## src/rtl/xor_sched_pkg.sv

```systemverilog
// Shared types and helpers for the XOR reduction scheduler.
package xor_sched_pkg;

   typedef enum logic [1:0] {
      IDLE  = 2'd0,
      ACCUM = 2'd1,
      DONE  = 2'd2
   } state_t;

   // Burst length field width of the default build and the longest burst it allows.
   localparam int DEF_LEN_W = 8;
   localparam int MAX_LEN   = (1 << DEF_LEN_W) - 1;

   // Width of a requester index; never narrower than one bit.
   function automatic int id_width(input int n);
      return (n > 1) ? $clog2(n) : 1;
   endfunction

endpackage

```

## src/rtl/xor_reduce_sched_rr_arbiter.sv

```systemverilog
// Combinational one-hot picker. The search starts at ptr and wraps, so a
// pointer tied to zero gives plain lowest-index-wins priority.
module rr_arbiter
   import xor_sched_pkg::*;
#(
   parameter int NREQ = 4,
   parameter int IDW  = id_width(NREQ)
)(
   input  logic [NREQ-1:0] req,
   input  logic [IDW-1:0]  ptr,
   output logic [NREQ-1:0] gnt,
   output logic [IDW-1:0]  idx,
   output logic            req_any
);

   // First set request at or after the pointer, wrapping past NREQ-1.
   always_comb begin
      gnt     = '0;
      idx     = '0;
      req_any = 1'b0;
      for (int i = 0; i < NREQ; i++) begin
         if (!req_any && req[(int'(ptr) + i) % NREQ]) begin
            req_any                           = 1'b1;
            gnt[(int'(ptr) + i) % NREQ]       = 1'b1;
            idx                               = IDW'((int'(ptr) + i) % NREQ);
         end
      end
   end

endmodule

```

## src/rtl/xor_reduce_sched.sv

```systemverilog
// Shares one XOR accumulator between NREQ requesters, one burst at a time.
// Build option: define XOR_SCHED_RR_EN for round-robin arbitration; without it
// the lowest requesting index always wins and no pointer register exists.
//
// state | meaning
// IDLE  | no grant; arbitrate among req and latch winner and its length
// ACCUM | grant held, in_ready high, one word folded in per in_valid
// DONE  | grant held, result presented until res_ready
module xor_reduce_sched
   import xor_sched_pkg::*;
#(
   parameter int WIDTH = 32,
   parameter int NREQ  = 4,
   parameter int LEN_W = 8
)(
   input  logic                        clock,
   input  logic                        reset_n,
   input  logic [NREQ-1:0]             req,
   input  logic [NREQ*LEN_W-1:0]       req_len,
   output logic [NREQ-1:0]             grant,
   input  logic [WIDTH-1:0]            in_data,
   input  logic                        in_valid,
   output logic                        in_ready,
   output logic [WIDTH-1:0]            res_data,
   output logic [id_width(NREQ)-1:0]   res_id,
   output logic                        res_valid,
   input  logic                        res_ready
);

   localparam int IDW = id_width(NREQ);

   state_t           state;
   state_t           state_nxt;
   logic [NREQ-1:0]  arb_gnt;
   logic [IDW-1:0]   arb_idx;
   logic             arb_any;
   logic [IDW-1:0]   ptr;
   logic [IDW-1:0]   idx_q;
   logic [LEN_W-1:0] len_q;
   logic [LEN_W-1:0] cnt;
   logic [WIDTH-1:0] acc;
   logic [LEN_W-1:0] win_len;
   logic             last_word;
   logic             handoff;

   rr_arbiter #(.NREQ(NREQ), .IDW(IDW)) u_arb (
      .req     (req),
      .ptr     (ptr),
      .gnt     (arb_gnt),
      .idx     (arb_idx),
      .req_any (arb_any)
   );

   assign win_len   = req_len[int'(arb_idx)*LEN_W +: LEN_W];
   assign last_word = in_valid && ((cnt + LEN_W'(1)) == len_q);
   assign handoff   = (state == DONE) && res_ready;

`ifdef XOR_SCHED_RR_EN
   // Pointer moves one past the winner when its result is taken.
   always_ff @(posedge clock or negedge reset_n) begin
      if (!reset_n)
         ptr <= '0;
      else if (handoff)
         ptr <= (idx_q == IDW'(NREQ-1)) ? '0 : idx_q + IDW'(1);
   end
`else
   assign ptr = '0;
`endif

   // State register.
   always_ff @(posedge clock or negedge reset_n) begin
      if (!reset_n)
         state <= IDLE;
      else
         state <= state_nxt;
   end

   // Next-state decode; a zero-length burst skips ACCUM entirely.
   always_comb begin
      state_nxt = state;
      unique case (state)
         IDLE:    if (arb_any) state_nxt = (win_len == '0) ? DONE : ACCUM;
         ACCUM:   if (last_word) state_nxt = DONE;
         DONE:    if (res_ready) state_nxt = IDLE;
         default: state_nxt = IDLE;
      endcase
   end

   // Grant, latched winner, counter and accumulator.
   always_ff @(posedge clock or negedge reset_n) begin
      if (!reset_n) begin
         grant     <= '0;
         idx_q     <= '0;
         len_q     <= '0;
         cnt       <= '0;
         acc       <= '0;
         res_valid <= 1'b0;
      end else begin
         res_valid <= (state_nxt == DONE);
         unique case (state)
            IDLE: begin
               if (arb_any) begin
                  grant <= arb_gnt;
                  idx_q <= arb_idx;
                  len_q <= win_len;
                  cnt   <= '0;
                  acc   <= '0;
               end
            end
            ACCUM: begin
               if (in_valid) begin
                  acc <= acc ^ in_data;
                  cnt <= cnt + LEN_W'(1);
               end
            end
            DONE: begin
               if (res_ready) grant <= '0;
            end
            default: grant <= '0;
         endcase
      end
   end

   assign in_ready = (state == ACCUM);
   assign res_data = acc;
   assign res_id   = idx_q;

endmodule

```

## config.mk

```make
export PLATFORM = sky130hd
export DESIGN_NAME = xor_reduce_sched
export DESIGN_NICKNAME = d
export VERILOG_FILES = /design/src/rtl/xor_sched_pkg.sv /design/src/rtl/xor_reduce_sched_rr_arbiter.sv /design/src/rtl/xor_reduce_sched.sv
export SDC_FILE = /design/constraint.sdc
export NUM_CORES = 1
export LEC_CHECK = 0
export ABC_AREA = 1
export CAP_MARGIN = 20
export CORE_UTILIZATION = 40
export CTS_CLUSTER_SIZE = 40
export DETAILED_ROUTE_END_ITERATION = 8
export PLACE_DENSITY_LB_ADDON = 0.1
export SYNTH_ARGS = -nofsm -noshare
export SYNTH_HDL_FRONTEND = slang
export SYNTH_SLANG_ARGS = --single-unit
```

## constraint.sdc

```tcl
create_clock -name clock -period 2 [get_ports clock]
set_clock_uncertainty 0.05 [all_clocks]
set_input_delay 0.4 -clock clock [delete_from_list [all_inputs] [get_ports clock]]
set_output_delay 0.4 -clock clock [all_outputs]
set_load 0.02 [all_outputs]
```

[Yosys cells after proc, flatten, opt, wreduce, memory -nomap -nowiden]
Cells that the tools add are included.
W data, S select, Z words.
Storage, ports and cells
  register bits after elaboration: 57
  latch bits: 0
  RAM bits: 0
  bits in read-only memories: 0
  input port bits: 72
  output and inout port bits: 40
  memories: 0
Cells by class
  add/subtract/negate cells: 1
  $mul: 0
  divide/modulo/power cells: 0
  magnitude comparators: 0
  equality and inequality tests: 7
  shift operators: 1
  mux-type cells: 25
  bitwise logic cells: 2
  reduce and logical (&&, ||, !) cells: 13
Operator list (count)
  $mux W32: 2
  $pmux W32 S2: 1
  $shiftx A32 B6 Y8: 1
  $xor A32 B32 Y32: 1
  $mux W8: 2
  $pmux W8 S2: 1
  $mux W2: 7
  $mux W4: 3
  $pmux W4 S3: 1
  $add A8 B1 Y8 const B: 1
  $eq A8 B8 Y1: 1
  $logic_not A8 Y1: 1
  $mux W1: 6
  $ne A2 B2 Y1 const B: 3
  $pmux W2 S3: 1
  $reduce_and A3 Y1: 2
  $eq A2 B2 Y1 const B: 2
  $logic_and A1 B1 Y1: 4
  $logic_not A1 Y1: 3
  $mux W3: 1
  $eq A2 B1 Y1 const B: 1
  $logic_not A2 Y1: 1
  $reduce_and A2 Y1: 1
  $reduce_bool A2 Y1: 1
  $not A1 Y1: 1

[Logic depth before layout (Yosys ltp)]
  word-level depth: 16
  mapped depth: 13
  depth with buffers taken out: 13

[Cells and area by module]
From an unflattened synthesis, not the netlist that was laid out.
Second synthesis, totals
  cells, all modules: 482
  area total of the unflattened synthesis: 3646.0 um2
By module, submodules not included
  xor_reduce_sched: instances 1, cells each 408, area each 3205.6 um2
  rr_arbiter: instances 1, cells each 74, area each 440.4 um2

[Least setup slack after synthesis]
OpenSTA, ideal clock, no wires.
  path type: register to register
  from: register cnt[0]
  to: register state[0]
  library setup time: 0.117 ns
  data arrival time: 1.319 ns
  path slack: 0.514 ns
  cell stages (with the launch flop): 11
  cells stage by stage: dfrtp_1 ha_1 nand3_1 o21ai_0 nand2_1 nand2_1 nand3_1 nor2_1 nand2_1 nand3_1 nand2_1
On the way
  cells in the longest elaborated chain, start to end: 5
RTL lines
  start, declared: RTL line xor_reduce_sched.sv:40  | logic [LEN_W-1:0] cnt;
  start signal, assigned: RTL line xor_reduce_sched.sv:113  | cnt <= cnt + LEN_W'(1);
  $add A8 B1 Y8: RTL line xor_reduce_sched.sv:55  | assign last_word = in_valid && ((cnt + LEN_W'(1)) == len_q);
  $eq A8 B8 Y1: RTL line xor_reduce_sched.sv:55
  $logic_and A1 B1 Y1: RTL line xor_reduce_sched.sv:55
  $mux W2: RTL line xor_reduce_sched.sv:83  | ACCUM: if (last_word) state_nxt = DONE;
  $pmux W2 S3: RTL line xor_reduce_sched.sv:81  | unique case (state)
  net state_nxt[0]: RTL line xor_reduce_sched.sv:33  | state_t state_nxt;
  end signal, assigned: RTL line xor_reduce_sched.sv:75  | state <= state_nxt;
  end, declared: RTL line xor_reduce_sched.sv:32  | state_t state;
The timed path passes the listed nets, and every way through them passes these cells.
A chain may end at the register's enable or synchronous reset.

[Worst setup path after layout]
  from: input req[1]
  to: register res_valid
On the way
  cells in the longest elaborated chain, start to end: 14
RTL lines
  start, declared: RTL line xor_reduce_sched.sv:18  | input logic [NREQ-1:0] req,
  $logic_and A1 B1 Y1 (*): RTL line xor_reduce_sched_rr_arbiter.sv:22  | if (!req_any && req[(int'(ptr) + i) % NREQ]) begin
  $mux W1: RTL line xor_reduce_sched_rr_arbiter.sv:22
  $logic_not A1 Y1: RTL line xor_reduce_sched_rr_arbiter.sv:22
  $logic_and A1 B1 Y1: RTL line xor_reduce_sched_rr_arbiter.sv:22
  $mux W1: RTL line xor_reduce_sched_rr_arbiter.sv:22
  $logic_not A1 Y1: RTL line xor_reduce_sched_rr_arbiter.sv:22
  $logic_and A1 B1 Y1: RTL line xor_reduce_sched_rr_arbiter.sv:22
  $mux W2: RTL line xor_reduce_sched_rr_arbiter.sv:22
  $shiftx A32 B6 Y8: RTL line xor_reduce_sched.sv:54  | assign win_len = req_len[int'(arb_idx)*LEN_W +: LEN_W];
  $logic_not A8 Y1: RTL line xor_reduce_sched.sv:82  | IDLE: if (arb_any) state_nxt = (win_len == '0) ? DONE : ACCUM;
  $mux W2: RTL line xor_reduce_sched.sv:82
  $mux W2 (*): RTL line xor_reduce_sched.sv:82
  $pmux W2 S3 (*): RTL line xor_reduce_sched.sv:81
  $eq A2 B2 Y1 (*): RTL line xor_reduce_sched.sv:99  | res_valid <= (state_nxt == DONE);
  end signal, assigned: RTL line xor_reduce_sched.sv:99
  end, declared: RTL line xor_reduce_sched.sv:26  | output logic res_valid,
Mark *: on every way between the ends. The rest lies on a longest branch, timed or not.

==> results.sh <==
export IMPL_outcome="finished, final reports clean"
export IMPL_drt_wl_total_mm=7.33
export IMPL_setup_violations=0
export IMPL_finalCriticalPeriod_ns=1.86
export IMPL_antenna_found_initial=0
export IMPL_wl_per_cell_um=11.8
export IMPL_place_inst=604
export IMPL_die_area_um2=8000
export IMPL_hold_path_class="input port to async pin"
export IMPL_drv_slew=0
export IMPL_period_share=0.928
export IMPL_drtIter0Drc=122
export IMPL_yosysTopAreaCellShare=0.466
export IMPL_ys_seq_area_frac=0.466
export IMPL_max_vdd_ir_drop_v=0.000596
export IMPL_p_leak_nw=2.19
export IMPL_syn_avg_cell_area_um2=7.82
export IMPL_synth_edf_count=0
export IMPL_fillers=634
export IMPL_die_h_um=89.4
export IMPL_timing_setup_tns_ns=0
export IMPL_cts_buffers=9
export IMPL_drive_gt1_frac=0.0824
export IMPL_synth_cells=391
export IMPL_p_int_mw=3.61
export IMPL_grt_pass1_vias=2686
export IMPL_h_tree_depth=3
export IMPL_fp_dieW_um=89.4
export IMPL_area_growth_synth_to_final_pct=49.4
export IMPL_grtUsageTotal=0.192
export IMPL_final_hold_viol_count=0
export IMPL_timing_fmax_mhz=539
export IMPL_synthesis_nets=464
export IMPL_gr_total_overflow=0
export IMPL_drc=0
export IMPL_grt_pass1_wl_mm=11.7
export IMPL_p_seq_frac=0.336
export IMPL_clkSinkCount=57
export IMPL_vias=2856
export IMPL_synth_top_cells_by_count="107 x nand2_1, 61 x nand3_1, 57 x dfrtp_1"
export IMPL_worst_pin_slew_ns=0.334
export IMPL_grt_max_degree=58
export IMPL_powerDensity_nw_per_um2=1340
export IMPL_post_place_ws_ns=-0.187
export IMPL_cts_tree="built"
export IMPL_startpoint_type="input port"
export IMPL_port_buffers=111
export IMPL_gp_congestion=0.851
export IMPL_slew_limit_headroom=0.778
export IMPL_p_total_mw=6.11
export IMPL_synth_most_common_cell="nand2_1"
export IMPL_worstPathRequired_ns=2.16
export IMPL_worst_hold_slack_ns=0.0146
export IMPL_ys_async_sr_fraction=1.00
export IMPL_ys_ff_latch=57
export IMPL_coreArea_um2=7330
export IMPL_rows=31
export IMPL_ys_warn_count=0
export IMPL_drt_antenna_violating_nets=0
export IMPL_power_frac_comb=0.519
export IMPL_yosysTopAreaCell="dfrtp_1"
export IMPL_worstSkewPairLatency_ns=0.32
export IMPL_fin_nets=591
export IMPL_dr_pass1_iters=4
export IMPL_clockPowerShare=0.145
export IMPL_n_antenna_cell=0
export IMPL_swShare=0.409
export IMPL_crit_path_max_fanout=7
export IMPL_initial_core_util=0.417
export IMPL_cp_end_kind="flop"
export IMPL_stdcell_count=621
export IMPL_synth_area_leaders="dfrtp_1 47%, nand2_1 13%, nand3_1 10%"
export IMPL_synth_cell_types=25
export IMPL_synth_main_ff_cell="dfrtp_1"
export IMPL_p_switching_mw=2.49
export IMPL_io_pins=112
export IMPL_vias_per_cell=4.60
export IMPL_clockBufferDepth=2
export IMPL_setup_ws_ns=0.143
export IMPL_clock_root_buffer="clkbuf_8"
export IMPL_hpwlAfterDp_mm=5.36
export IMPL_arrival_ns=2.02
export IMPL_critical_path_class="input port to flop"
export IMPL_cap_violations=0
export IMPL_path_clk_slew_ns=0.06
export IMPL_syn_area_um2=3060
-- repair_timing --
action | CTS | global route
endpoints found under the setup margin | 0 | 4
setup buffers | 0 | 1
gates resized for setup | 0 | 4
hold buffers | 0 | 0
-- registers in the layout, summed over array words and instances, names as in the netlist --
register,flops
cnt,8
grant,4
len_q,8
res_data,32
res_id,2
res_valid,1
state,2
-- cell families after synthesis --
logic type | Yosys count | share of synthesized area
DFF | 57 | 0.466
buffers and inverters | 52 | 0.0712
xor gates and xnor gates | 33 | 0.0945
AOI/OAI and AO/OA | 25 | 0.0458
and+or+nand+nor | 223 | 0.318
adders and majority gates | 1 | 0.00409
-- final cells by class --
cell class              count  area, um2  area share
inverters                  37        139      0.0304
clock inverters             4       20.0     0.00438
well taps                  99        124      0.0271
flip-flops and latches     57       1430       0.312
multi-input cells         283       1430       0.312
clock buffers              11        141      0.0309
repair buffers            130       1290       0.283
-- placed cells by master, fill, tap and decap left out --
cell and n:
a31oi_1 1, buf_12 3, buf_2 1, buf_4 16, clkbuf_1 1, clkbuf_8 10, clkdlybuf4s50_1 108, clkinv_1 1
clkinv_2 4, dfrtp_1 57, dlymetal6s2s_1 2, ha_1 1, inv_1 36, nand2_1 107, nand2_2 1, nand2_4 2
nand3_1 61, nand3_4 1, nand3b_1 5, nor2_1 41, nor2_2 3, nor2_4 1, nor3_1 1, nor4_1 1
o21a_1 1, o21ai_0 15, o21ai_1 1, o21ai_2 1, o22ai_1 6, xor2_1 33
-- metal layers --
metal / GRT usage / share of wire / up-vias
met2: 0.317 / 0.45 / 118
li1: - / - / 1493
met3: 0.0452 / 0.076 / 13
met4: 0.0808 / 0.018 / 0
met1: 0.241 / 0.45 / 1232
met5: 0 / 0 / -
-- metrics by stage --
step	instance area (um2)	utilization
after floorplan	3060	-
after global placement	4380	0.598
after detailed placement	4380	0.598
after CTS	4540	0.620
after global routing	4570	0.623
final	4570	0.623
-- worst max-delay path, cell delays in order --
cell,delay [ns]
clkdlybuf4s50_1,0.42
buf_4,0.16
nor2_4,0.16
nand3_4,0.13
nand2_2,0.17
buf_4,0.14
nand2_1,0.04
nand3_1,0.06
nand2_1,0.07
nand2_1,0.08
nor2_2,0.04
nand3_1,0.09
nand2_1,0.07
-- worst paths after layout --
kind,start,end,slack (ns),cells after the start
setup / recovery,req[1],res_valid,0.14,13
hold / removal,reset_n,res_data[17],0.01,2
setup reg to reg,cnt[0],res_valid,0.30,11
hold reg to reg,grant[2],grant[2],0.43,2
max in group asynchronous,reset_n,cnt[1],1.64,2
min in group clock,grant[2],grant[2],0.43,2
-- power groups by stage --
stage               clock, mW  sequential, mW  combinational [mW]
finish                  0.888            2.05                3.17
global route            0.969            2.11                3.51
detailed placement          0            2.07                3.19
floorplan                   0            2.50                1.35
CTS                     0.913            2.05                3.21
global placement            0            2.04                3.15
No activity file was read; power rests on OpenSTA's default activity.
